**src/rtl/instr_fetch_unit_pkg.sv**
```systemverilog
// Shared constants and types for the instruction fetch stage.
package instr_fetch_unit_pkg;

  localparam int unsigned XLEN        = 32;
  localparam int unsigned INSTR_BYTES = 4;

  typedef logic [XLEN-1:0] word_t;

  localparam word_t RESET_PC_DEFAULT = 32'h0000_0000;
  // Canonical "addi x0, x0, 0", shown on the instr bus when nothing is valid.
  localparam word_t NOP = 32'h0000_0013;

  // One buffered fetch: {pc, instr}, 64 bits.
  typedef struct packed {
    word_t pc;
    word_t instr;
  } fetch_entry_t;

  // Word-align a byte address.
  function automatic word_t align_word(word_t addr);
    return {addr[XLEN-1:2], 2'b00};
  endfunction

endpackage

```
**src/rtl/instr_fetch_unit_if.sv**
```systemverilog
// Bundle of the fetch stage's memory, redirect and decoder-side channels.
interface instr_fetch_unit_if;

  logic                        imem_req_valid;
  instr_fetch_unit_pkg::word_t imem_req_addr;
  logic                        imem_req_ready;
  logic                        imem_rsp_valid;
  instr_fetch_unit_pkg::word_t imem_rsp_data;
  logic                        redirect_valid;
  instr_fetch_unit_pkg::word_t redirect_pc;
  logic                        instr_valid;
  instr_fetch_unit_pkg::word_t instr;
  instr_fetch_unit_pkg::word_t instr_pc;
  logic                        instr_ready;

  // The fetch unit itself.
  modport master (
    output imem_req_valid, imem_req_addr, instr_valid, instr, instr_pc,
    input  imem_req_ready, imem_rsp_valid, imem_rsp_data, redirect_valid, redirect_pc,
           instr_ready
  );

  // Memory, branch unit and decoder around it.
  modport slave (
    input  imem_req_valid, imem_req_addr, instr_valid, instr, instr_pc,
    output imem_req_ready, imem_rsp_valid, imem_rsp_data, redirect_valid, redirect_pc,
           instr_ready
  );

endinterface

```
**src/rtl/instr_fetch_unit_fetch_fifo.sv**
```systemverilog
// Small synchronous FIFO with flush; DEPTH must be a power of two >= 2.
// A push into a full FIFO is accepted when a pop happens in the same cycle.
module fetch_fifo #(
  parameter  int unsigned WIDTH = 32,
  parameter  int unsigned DEPTH = 2,
  localparam int unsigned AW    = $clog2(DEPTH),
  localparam int unsigned CW    = AW + 1
) (
  input  logic             clk,
  input  logic             rst,
  input  logic             flush,
  input  logic             push,
  input  logic [WIDTH-1:0] wdata,
  input  logic             pop,
  output logic [WIDTH-1:0] rdata,
  output logic             full,
  output logic             empty,
  output logic [CW-1:0]    count
);

  logic [WIDTH-1:0] mem_q [DEPTH];
  logic [AW-1:0]    wr_ptr_q, rd_ptr_q;
  logic [CW-1:0]    count_q;
  logic             push_en, pop_en;

  assign full    = (count_q == CW'(DEPTH));
  assign empty   = (count_q == '0);
  assign count   = count_q;
  assign rdata   = mem_q[rd_ptr_q];
  assign pop_en  = pop && !empty && !flush;
  assign push_en = push && (!full || pop_en) && !flush;

  // Pointers and occupancy; flush behaves like a local reset.
  always_ff @(posedge clk) begin
    if (rst || flush) begin
      wr_ptr_q <= '0;
      rd_ptr_q <= '0;
      count_q  <= '0;
    end else begin
      if (push_en) wr_ptr_q <= wr_ptr_q + AW'(1);
      if (pop_en)  rd_ptr_q <= rd_ptr_q + AW'(1);
      case ({push_en, pop_en})
        2'b10:   count_q <= count_q + CW'(1);
        2'b01:   count_q <= count_q - CW'(1);
        default: count_q <= count_q;
      endcase
    end
  end

  // Storage needs no reset: occupancy guards every read.
  always_ff @(posedge clk) begin
    if (push_en) mem_q[wr_ptr_q] <= wdata;
  end

endmodule

```
**src/rtl/instr_fetch_unit.sv**
```systemverilog
// Fetch stage: owns the PC, issues credit-limited word reads, pairs in-order responses with
// their address tags, buffers {pc, instr} and presents them to the decoder. A redirect flushes
// the buffers and marks every in-flight response for discard.
module instr_fetch_unit
  import instr_fetch_unit_pkg::*;
#(
  parameter word_t       RESET_PC   = RESET_PC_DEFAULT,
  parameter int unsigned FIFO_DEPTH = 2
) (
  input logic                clk,
  input logic                rst,
  instr_fetch_unit_if.master bus
);

  localparam int unsigned CW      = $clog2(FIFO_DEPTH) + 1;
  localparam logic [CW:0] CREDITS = (CW + 1)'(FIFO_DEPTH);

  word_t         pc_q, pc_d;
  logic [CW-1:0] outstanding_q, outstanding_d;
  logic [CW-1:0] kill_q, kill_d;

  logic          req_valid, req_fire, rsp_fire, rsp_keep;
  logic          instr_valid, instr_pop, buf_push;
  logic [CW:0]   inflight;

  word_t         tag_head;
  logic          tag_full, tag_empty;
  logic [CW-1:0] tag_count;

  fetch_entry_t  buf_head, buf_wdata;
  logic          buf_full, buf_empty;
  logic [CW-1:0] buf_count;

  // Killed requests still count as outstanding, so every kept response has a buffer slot.
  assign inflight    = {1'b0, outstanding_q} + {1'b0, buf_count};
  assign req_valid   = !rst && !bus.redirect_valid && (inflight < CREDITS);
  assign req_fire    = req_valid && bus.imem_req_ready;
  assign rsp_fire    = bus.imem_rsp_valid && (outstanding_q != '0);
  assign rsp_keep    = rsp_fire && (kill_q == '0);
  assign buf_push    = rsp_keep && !bus.redirect_valid;
  assign instr_valid = !rst && !bus.redirect_valid && !buf_empty;
  assign instr_pop   = instr_valid && bus.instr_ready;

  assign buf_wdata.pc    = tag_head;
  assign buf_wdata.instr = bus.imem_rsp_data;

  assign bus.imem_req_valid = req_valid;
  assign bus.imem_req_addr  = pc_q;
  assign bus.instr_valid    = instr_valid;
  assign bus.instr          = instr_valid ? buf_head.instr : NOP;
  assign bus.instr_pc       = buf_head.pc;

  // Address of every accepted request, popped by its (non-killed) response.
  fetch_fifo #(
    .WIDTH (XLEN),
    .DEPTH (FIFO_DEPTH)
  ) u_tag_q (
    .clk   (clk),
    .rst   (rst),
    .flush (bus.redirect_valid),
    .push  (req_fire),
    .wdata (pc_q),
    .pop   (rsp_keep),
    .rdata (tag_head),
    .full  (tag_full),
    .empty (tag_empty),
    .count (tag_count)
  );

  // Instruction buffer presented to the decoder.
  fetch_fifo #(
    .WIDTH ($bits(fetch_entry_t)),
    .DEPTH (FIFO_DEPTH)
  ) u_instr_buf (
    .clk   (clk),
    .rst   (rst),
    .flush (bus.redirect_valid),
    .push  (buf_push),
    .wdata (buf_wdata),
    .pop   (instr_pop),
    .rdata (buf_head),
    .full  (buf_full),
    .empty (buf_empty),
    .count (buf_count)
  );

  // Next PC, outstanding-request and discard counters.
  always_comb begin
    pc_d          = pc_q;
    outstanding_d = outstanding_q;
    kill_d        = kill_q;
    if (req_fire) pc_d = pc_q + word_t'(INSTR_BYTES);
    case ({req_fire, rsp_fire})
      2'b10:   outstanding_d = outstanding_q + CW'(1);
      2'b01:   outstanding_d = outstanding_q - CW'(1);
      default: outstanding_d = outstanding_q;
    endcase
    if (rsp_fire && (kill_q != '0)) kill_d = kill_q - CW'(1);
    // Everything still in flight after this cycle belongs to the old path.
    if (bus.redirect_valid) begin
      pc_d   = align_word(bus.redirect_pc);
      kill_d = outstanding_d;
    end
  end

  // State registers with synchronous reset.
  always_ff @(posedge clk) begin
    if (rst) begin
      pc_q          <= RESET_PC;
      outstanding_q <= '0;
      kill_q        <= '0;
    end else begin
      pc_q          <= pc_d;
      outstanding_q <= outstanding_d;
      kill_q        <= kill_d;
    end
  end

  a_rsp_expected: assert property (@(posedge clk) disable iff (rst)
    bus.imem_rsp_valid |-> (outstanding_q != '0));
  a_tag_tracks: assert property (@(posedge clk) disable iff (rst)
    tag_count == (outstanding_q - kill_q));
  a_tag_avail: assert property (@(posedge clk) disable iff (rst)
    rsp_keep |-> !tag_empty);
  a_tag_room: assert property (@(posedge clk) disable iff (rst)
    req_fire |-> (!tag_full || rsp_keep));
  a_buf_room: assert property (@(posedge clk) disable iff (rst)
    buf_push |-> (!buf_full || instr_pop));

endmodule

```
**src/flat_wrapper.sv**
```systemverilog
// flat-port wrapper written by rule: the top's interface ports become plain ports
module instr_fetch_unit_flat import instr_fetch_unit_pkg::*;
#(
  parameter word_t       RESET_PC   = RESET_PC_DEFAULT,
  parameter int unsigned FIFO_DEPTH = 2
)
  (clk, rst, bus_imem_req_valid, bus_imem_req_addr, bus_instr_valid, bus_instr, bus_instr_pc, bus_imem_req_ready, bus_imem_rsp_valid, bus_imem_rsp_data, bus_redirect_valid, bus_redirect_pc, bus_instr_ready);
  instr_fetch_unit_if bus_i ();
  input logic clk;
  input logic rst;
  output wire logic [$bits(bus_i.imem_req_valid)-1:0] bus_imem_req_valid;
  output wire logic [$bits(bus_i.imem_req_addr)-1:0] bus_imem_req_addr;
  output wire logic [$bits(bus_i.instr_valid)-1:0] bus_instr_valid;
  output wire logic [$bits(bus_i.instr)-1:0] bus_instr;
  output wire logic [$bits(bus_i.instr_pc)-1:0] bus_instr_pc;
  input wire logic [$bits(bus_i.imem_req_ready)-1:0] bus_imem_req_ready;
  input wire logic [$bits(bus_i.imem_rsp_valid)-1:0] bus_imem_rsp_valid;
  input wire logic [$bits(bus_i.imem_rsp_data)-1:0] bus_imem_rsp_data;
  input wire logic [$bits(bus_i.redirect_valid)-1:0] bus_redirect_valid;
  input wire logic [$bits(bus_i.redirect_pc)-1:0] bus_redirect_pc;
  input wire logic [$bits(bus_i.instr_ready)-1:0] bus_instr_ready;
  assign bus_imem_req_valid = bus_i.imem_req_valid;
  assign bus_imem_req_addr = bus_i.imem_req_addr;
  assign bus_instr_valid = bus_i.instr_valid;
  assign bus_instr = bus_i.instr;
  assign bus_instr_pc = bus_i.instr_pc;
  assign bus_i.imem_req_ready = bus_imem_req_ready;
  assign bus_i.imem_rsp_valid = bus_imem_rsp_valid;
  assign bus_i.imem_rsp_data = bus_imem_rsp_data;
  assign bus_i.redirect_valid = bus_redirect_valid;
  assign bus_i.redirect_pc = bus_redirect_pc;
  assign bus_i.instr_ready = bus_instr_ready;
  instr_fetch_unit #(.RESET_PC(RESET_PC), .FIFO_DEPTH(FIFO_DEPTH)) u_core (.clk(clk), .rst(rst), .bus(bus_i));
endmodule
```
**config.mk**
```make
export PLATFORM = sky130hd
export DESIGN_NAME = instr_fetch_unit_flat
export DESIGN_NICKNAME = d
export VERILOG_FILES = /design/src/rtl/instr_fetch_unit_pkg.sv /design/src/rtl/instr_fetch_unit_if.sv /design/src/rtl/instr_fetch_unit_fetch_fifo.sv /design/src/rtl/instr_fetch_unit.sv /design/src/flat_wrapper.sv
export SDC_FILE = /design/constraint.sdc
export NUM_CORES = 1
export LEC_CHECK = 0
export CAP_MARGIN = 20
export CORE_MARGIN = 2
export CORE_UTILIZATION = 45
export DETAILED_ROUTE_END_ITERATION = 8
export MAX_ROUTING_LAYER = met4
export PLACE_DENSITY = 0.81
export SKIP_LAST_GASP = 1
export SYNTH_ARGS = -nofsm -noshare
export SYNTH_HDL_FRONTEND = slang
export SYNTH_SLANG_ARGS = --single-unit
```
**constraint.sdc**
```tcl
create_clock -name clk -period 4.7 [get_ports clk]
set_input_delay 0.94 -clock clk [delete_from_list [all_inputs] [get_ports clk]]
set_output_delay 0.94 -clock clk [all_outputs]
set_load 0.01 [all_outputs]
```
==> impl_metrics.csv, run 1 <==
group,metric,value,unit
status,status,"complete, no violations",
global_routing,gr-usage-met3,0.0311,
layout,final_util,0.590,
synthesis,synth_top_family_by_area,"multiplexers",
critical_path,path_cells,"clkdlybuf4s50_1 -> or2_2 -> nor3_1 -> clkdlybuf4s50_1",
synthesis,synth_fa_ha_area_frac,0.00899,
floorplan,fp-row-count,52,
pwr,p_total,4.27,mW
synthesis,synth-edff-count,184,
global_routing,globalRouteMet2Util,0.314,
critical_path,worst_ep_arrival_time,2850,ps
synthesis,yosysTopAreaCell,"edfxtp_1",
route,routed_wl,19.7,mm
cts,clock_sinks,228,
route,remaining_drc_errors,0,
critical_path,end_kind,"output port",
pwr,seqPwrFrac,0.539,
global_routing,overflow,0,
floorplan,die_h,147,µm
route,wl_per_cell,18.2,µm
timing,slew_headroom,0.604,
cts,post_cts_buffers,0,
floorplan,die_w,147,µm
place,dp_hpwl,13.3,mm
synthesis,synth.top_cell.area_share,0.602,
synthesis,syn_area_per_cell,14.8,µm²
timing,finalMaxSlewViolations,0,
synthesis,yosysMostFrequentCell,"edfxtp_1",
global_routing,grt_max_degree,52,
timing,skew,7.73,ps
layout,fin_area,11900,µm²
route,ant_nets,0,
flow_run,drv_cap,0,
timing,tightest_slew,593,ps
global_routing,grt-busiest-layer,"met2",
critical_path,cpMostUsedCell,"clkdlybuf4s50_1",
synthesis,ys_seq_area_frac,0.698,
global_routing,grtUsageMet1,0.238,
pwr,p_leak,3.84,nW
critical_path,critPathRequiredTime,3760,ps
min_path,hp-class,"reg2reg",
layout,num-nets-final,868,
pwr,power.internal,3.37,mW
layout,diodes,0,
critical_path,path_class,"in2out",
timing,rsz0062_at_grt,"false",
place,gp_congestion,0.798,
floorplan,die-area,21600,µm²
timing,hold_violations,0,
floorplan,core_area,20100,µm²
critical_path,slowest_delay,620,ps
synthesis,synthMuxAreaShare,0.114,
global_routing,antenna_found_initial,0,
cts,cts_tree,"done",
synthesis,synth_compound_area_frac,0.0364,
synthesis,synth_area_leaders,"edfxtp_1 (60%), dfxtp_1 (9.6%), mux2_2 (7.5%)",
critical_path,cp_max_fo,15,
global_routing,grt_pass1_vias,5543,
cts,post_cts_resize_count,0,
synthesis,synth-simple-area-share,0.0916,
timing,fmax,264,MHz
global_routing,grt.total_usage,0.187,
layout,n_fill_cell,1557,
cts,insertion_delay,490,ps
synthesis,synth_xor_area_frac,0.0315,
pwr,power_frac_comb,0.075,
layout,layout-drive-gt1-share,0.147,
critical_path,start_kind,"input pin",
place,placed_area,11200,µm²
pwr,power.switching,0.895,mW
cts,clockRootBuffer,"clkbuf_16",
timing,setup_tns,0,ps
synthesis,postSynth.asyncResetShare,0,
critical_path,crit_path_top_delay_cell,"clkdlybuf4s50_1",
synthesis,synthCells,621,
place,port_buffers,161,
synthesis,synthTopCellsByCount,"edfxtp_1 (184), nor2_1 (69), mux2_2 (61)",
global_routing,grt_pass1_wl,30.7,mm
synthesis,synth_top_flop_cell,"edfxtp_1",
timing,fin_crit_sh,0.807,
pwr,swShare,0.210,
route,first_iter_violations,272,
cts,path_clk_slew,60,ps
synthesis,ys_types,50,
timing,finalCriticalPeriod,3790,ps
route,dr.pass1.iters,5,
layout,area_growth,29.2,%
cts,cts-buffers-inserted,23,
route,post_drt_via_cell_ratio,5.21,
timing,finalSetupViolations,0,
synthesis,syn_area,9180,µm²
pwr,power_density,360,nW/µm²
synthesis,yosys_warnings,0,
pwr,clockPowerShare,0.387,
synthesis,synth_seq_cells,228,
floorplan,ios,168,
floorplan,start_util,0.457,
cts,cts_hold_buf,0,
pwr,ir_drop,0.180,mV
route,routed-via-count,5614,
cts,cts_max_level,1,
cts,clockBufferDepth,3,
[kinds of logic (layout without fill, tap and decap cells)]
logic type | after synthesis | after routing
multiplexers | 97 | 97
adder cells (fa/ha/maj) | 6 | 6
AND/OR/NAND/NOR | 161 | 161
XOR/XNOR | 33 | 33
other | 1 | 4
AO/OA/AOI/OAI | 52 | 52
flip-flops | 228 | 228
buffers and inverters | 43 | 227
[layout make-up]
type	count	area, µm²	area share
Sequential cell	228	6410	0.540
Multi-Input combinational cell	353	2630	0.222
Timing Repair Buffer	175	1770	0.149
Clock buffer	33	613	0.0517
Tap cell	270	338	0.0285
Clock inverter	8	61.3	0.00517
Inverter	11	41.3	0.00348
[layer usage]
layer | routed length [µm] | share of wire
met5 | 0 | 0
met3 | 1110 | 0.056
met1 | 8380 | 0.43
met4 | 382 | 0.019
met2 | 9780 | 0.50
[through the flow]
stage	hold WS [ps]	instances	worst slack, ps
after global placement	483	1037	853
after global routing	547	1078	777
after floorplan	471	624	41.0
after CTS	510	1078	895
final	516	1078	909
after detailed placement	503	1037	893
[cell usage in the layout, fill, tap and decap left out, drive strengths merged, types with 5 or more instances in the layout]
| cell type | n |
|---|---|
| xnor2 | 22 |
| clkinv | 7 |
| edfxtp | 184 |
| nor3 | 6 |
| o21ai | 15 |
| ha | 5 |
| or3 | 5 |
| and4 | 5 |
| inv | 11 |
| dfxtp | 44 |
| a211oi | 9 |
| nand4 | 16 |
| clkbuf | 33 |
| mux2i | 36 |
| clkdlybuf4s50 | 161 |
| mux2 | 61 |
| nor2 | 69 |
| xor2 | 11 |
| nand2 | 29 |
| nand3 | 8 |
| buf | 14 |
| nor4 | 7 |
| a21oi | 11 |
[state kept, by name, summed over array words and instances (netlist names), named ones only]
register	count
u_core.kill_q	2
u_core.u_tag_q.wr_ptr_q	1
u_core.u_instr_buf.count	2
u_core.u_tag_q.mem_q	60
u_core.u_instr_buf.rd_ptr_q	1
u_core.u_instr_buf.wr_ptr_q	1
u_core.u_tag_q.rd_ptr_q	1
u_core.bus.imem_req_addr	30
u_core.u_instr_buf.mem_q	124
u_core.u_tag_q.count	2
u_core.outstanding_q	2
[power by group through the flow]
stage | Clock, mW | Combinational [mW] | Sequential [mW]
6_report | 1.65 | 0.318 | 2.30
5_1_grt | 1.76 | 0.346 | 2.31
4_1_cts | 1.69 | 0.322 | 2.30
3_5_place_dp | 0 | 0.319 | 2.34
3_3_place_gp | 0 | 0.313 | 2.34
2_1_floorplan | 0 | 0.143 | 2.34
[worst paths after layout]
path,slack [ps],end,depth (start not counted),startpoint
setup / recovery,910,bus_imem_req_valid,4,bus_redirect_valid
hold / removal,520,u_core.u_tag_q.count[1],2,u_core.u_tag_q.count[1]
setup reg to reg,1600,u_core.u_tag_q.mem_q[0][23],8,u_core.u_instr_buf.count[0]
hold reg to reg,520,u_core.u_tag_q.count[1],2,u_core.u_tag_q.count[1]
[worst max-delay path, delay by kind of cell]
family / cells / cell delay [ps]
simple gates: 2 / 720
buf+inv: 2 / 1190
Power figures use the tool's default switching activity.
==> run 2, diff against run 1 <==
Clock period 4.7 ns to 3.1 ns, I/O delays scaled along.
==> run 2 against run 1 <==
Against the previous run:
- via count down 1.7%
- die area unchanged
- flip-flop and latch count unchanged
- hold slack better by 6.6 ps
- worst setup slack worse by 790 ps
- power up 56%
- sequential power up 52%
- critical path depth up 2
- global-route usage down 0.23 points
- cell count up 0.74%
- highest routed layer unchanged
==> impl_metrics.csv, run 2 (synthesized netlist as in run 1, its figures left out) <==
group,metric,value,unit
timing,skew,11.3,ps
critical_path,critPathRequiredTime,2480,ps
global_routing,grt_max_degree,52,
layout,diodes,0,
route,dr.pass1.iters,4,
global_routing,globalRouteMet2Util,0.306,
critical_path,worst_ep_arrival_time,2360,ps
route,wl_per_cell,17.9,µm
floorplan,start_util,0.457,
global_routing,grt_pass1_wl,30.2,mm
pwr,seqPwrFrac,0.524,
cts,insertion_delay,500,ps
pwr,p_total,6.65,mW
cts,clock_sinks,228,
timing,fmax,335,MHz
timing,fin_crit_sh,0.962,
timing,finalCriticalPeriod,2980,ps
timing,slew_headroom,0.598,
layout,mostFrequentLayoutCells,"edfxtp_1 (184), clkdlybuf4s50_1 (161), nor2_1 (65)",
place,dp.cells,1045,
timing,finalMaxSlewViolations,0,
cts,cts_max_level,1,
global_routing,grt-busiest-layer,"met2",
floorplan,die_h,147,µm
flow_run,drv_cap,0,
critical_path,rrSetupSlack,330,ps
layout,final_common_cell,"edfxtp_1",
critical_path,r2r-start,"u_core.outstanding_q[0]",
critical_path,worstRegToRegCells,9,
global_routing,antenna_found_initial,0,
cts,clockBufferDepth,3,
timing,hold_violations,0,
layout,top_register,"u_core.u_instr_buf.mem_q",
route,routed-via-count,5520,
floorplan,die-area,21600,µm²
floorplan,core_area,20100,µm²
pwr,clockPowerShare,0.402,
timing,rsz0062_at_grt,"false",
layout,num-nets-final,876,
global_routing,grt_pass1_vias,5436,
pwr,power.switching,1.36,mW
route,first_iter_violations,352,
layout,fin_cells,1086,
layout,largest_reg_flops,124,
route,ant_nets,0,
critical_path,cp_max_fo,29,
pwr,power_frac_comb,0.073,
critical_path,worstSetupStartpoint,"rst",
place,gp_congestion,0.797,
route,remaining_drc_errors,0,
critical_path,crit_end,"bus_instr[20]",
layout,regArea,6410,µm²
status,status,"complete, no violations",
route,routed_wl,19.4,mm
min_path,hp-class,"reg2reg",
route,post_drt_via_cell_ratio,5.08,
cts,post_cts_buffers,0,
pwr,p_leak,3.92,nW
pwr,swShare,0.205,
place,port_buffers,161,
global_routing,grt.total_usage,0.185,
global_routing,grtUsageMet1,0.240,
layout,final_util,0.596,
timing,hold_slack,522,ps
pwr,power_density,555,nW/µm²
critical_path,timing.rr.end,"u_core.u_tag_q.count[1]",
critical_path,start_kind,"input pin",
timing,finalSetupViolations,0,
cts,clockRootBuffer,"clkbuf_16",
place,dp_hpwl,13.1,mm
floorplan,die_w,147,µm
layout,area_growth,30.5,%
critical_path,end_kind,"output port",
layout,layout-drive-gt1-share,0.164,
cts,path_clk_slew,60,ps
cts,cts_tree,"done",
timing,tightest_slew,602,ps
pwr,ir_drop,0.334,mV
floorplan,ios,168,
global_routing,overflow,0,
global_routing,gr-usage-met3,0.0258,
cts,cts-buffers-inserted,23,
layout,multi_input_area,2640,µm²
layout,n_fill_cell,1511,
pwr,power.internal,5.29,mW
critical_path,path_class,"in2out",
floorplan,fp-row-count,52,
==> run 2: cell types whose count changed in the layout (fill, tap and decap cells not counted), sizes merged <==
cell    delta
buf        +8
clkbuf     +3
clkinv     -3
==> run 2: per-stage QoR <==
step           setup slack, ps  TNS [ps]  cell area (µm²)
4_1_cts                   27.7         0            12000
3_5_place_dp              30.2         0            11200
5_1_grt                   9.35         0            12000
2_1_floorplan             -218    -27020             9210
6_report                   119         0            12000
3_3_place_gp              97.9         0            11200
==> run 2: final cells by class <==
type                    instances  area share
multi-input cells             353       0.220
well taps                     270      0.0282
clock buffers                  36      0.0580
clock inverters                 5     0.00407
repair buffers                183       0.151
flip-flops and latches        228       0.535
inverters                      11     0.00344
==> run 2: worst min path at each step <==
stage                                        endpoint  cells past startpoint                         from
after floorplan               u_core.u_tag_q.count[1]                      2      u_core.u_tag_q.count[1]
after global placement        u_core.u_tag_q.count[1]                      2      u_core.u_tag_q.count[1]
after detailed placement                    flip-flop                      2  u_core.u_instr_buf.rd_ptr_q
after CTS                     u_core.u_tag_q.count[1]                      2      u_core.u_tag_q.count[1]
after global routing          u_core.u_tag_q.count[1]                      2      u_core.u_tag_q.count[1]
final                     u_core.u_instr_buf.rd_ptr_q                      2  u_core.u_instr_buf.rd_ptr_q
==> run 2: per-layer routing <==
layer | up-vias | routed length (µm)
met2 | 198 | 9330
met3 | 25 | 1060
met5 | - | 0
li1 | 2669 | -
met4 | 0 | 388
met1 | 2628 | 8650
==> run 2: critical path, cell delays in order <==
cell and delay, ps:
clkdlybuf4s50_1 460, nor2_2 200, o21ai_2 130, buf_4 250
nor2_1 160, clkdlybuf4s50_1 540
==> run 2: timing repair <==
action | in CTS | in global routing
gates resized for setup | 0 | 2
hold buffers | 0 | 0
endpoints found under the setup margin | 0 | 27
==> run 2: power by group through the flow <==
stage               registers [mW]  clock network (mW)  logic, mW
floorplan                     3.54                   0      0.219
global placement              3.55                   0      0.481
detailed placement            3.55                   0      0.488
CTS                           3.49                2.75      0.492
global route                  3.50                2.85      0.529
finish                        3.49                2.68      0.487
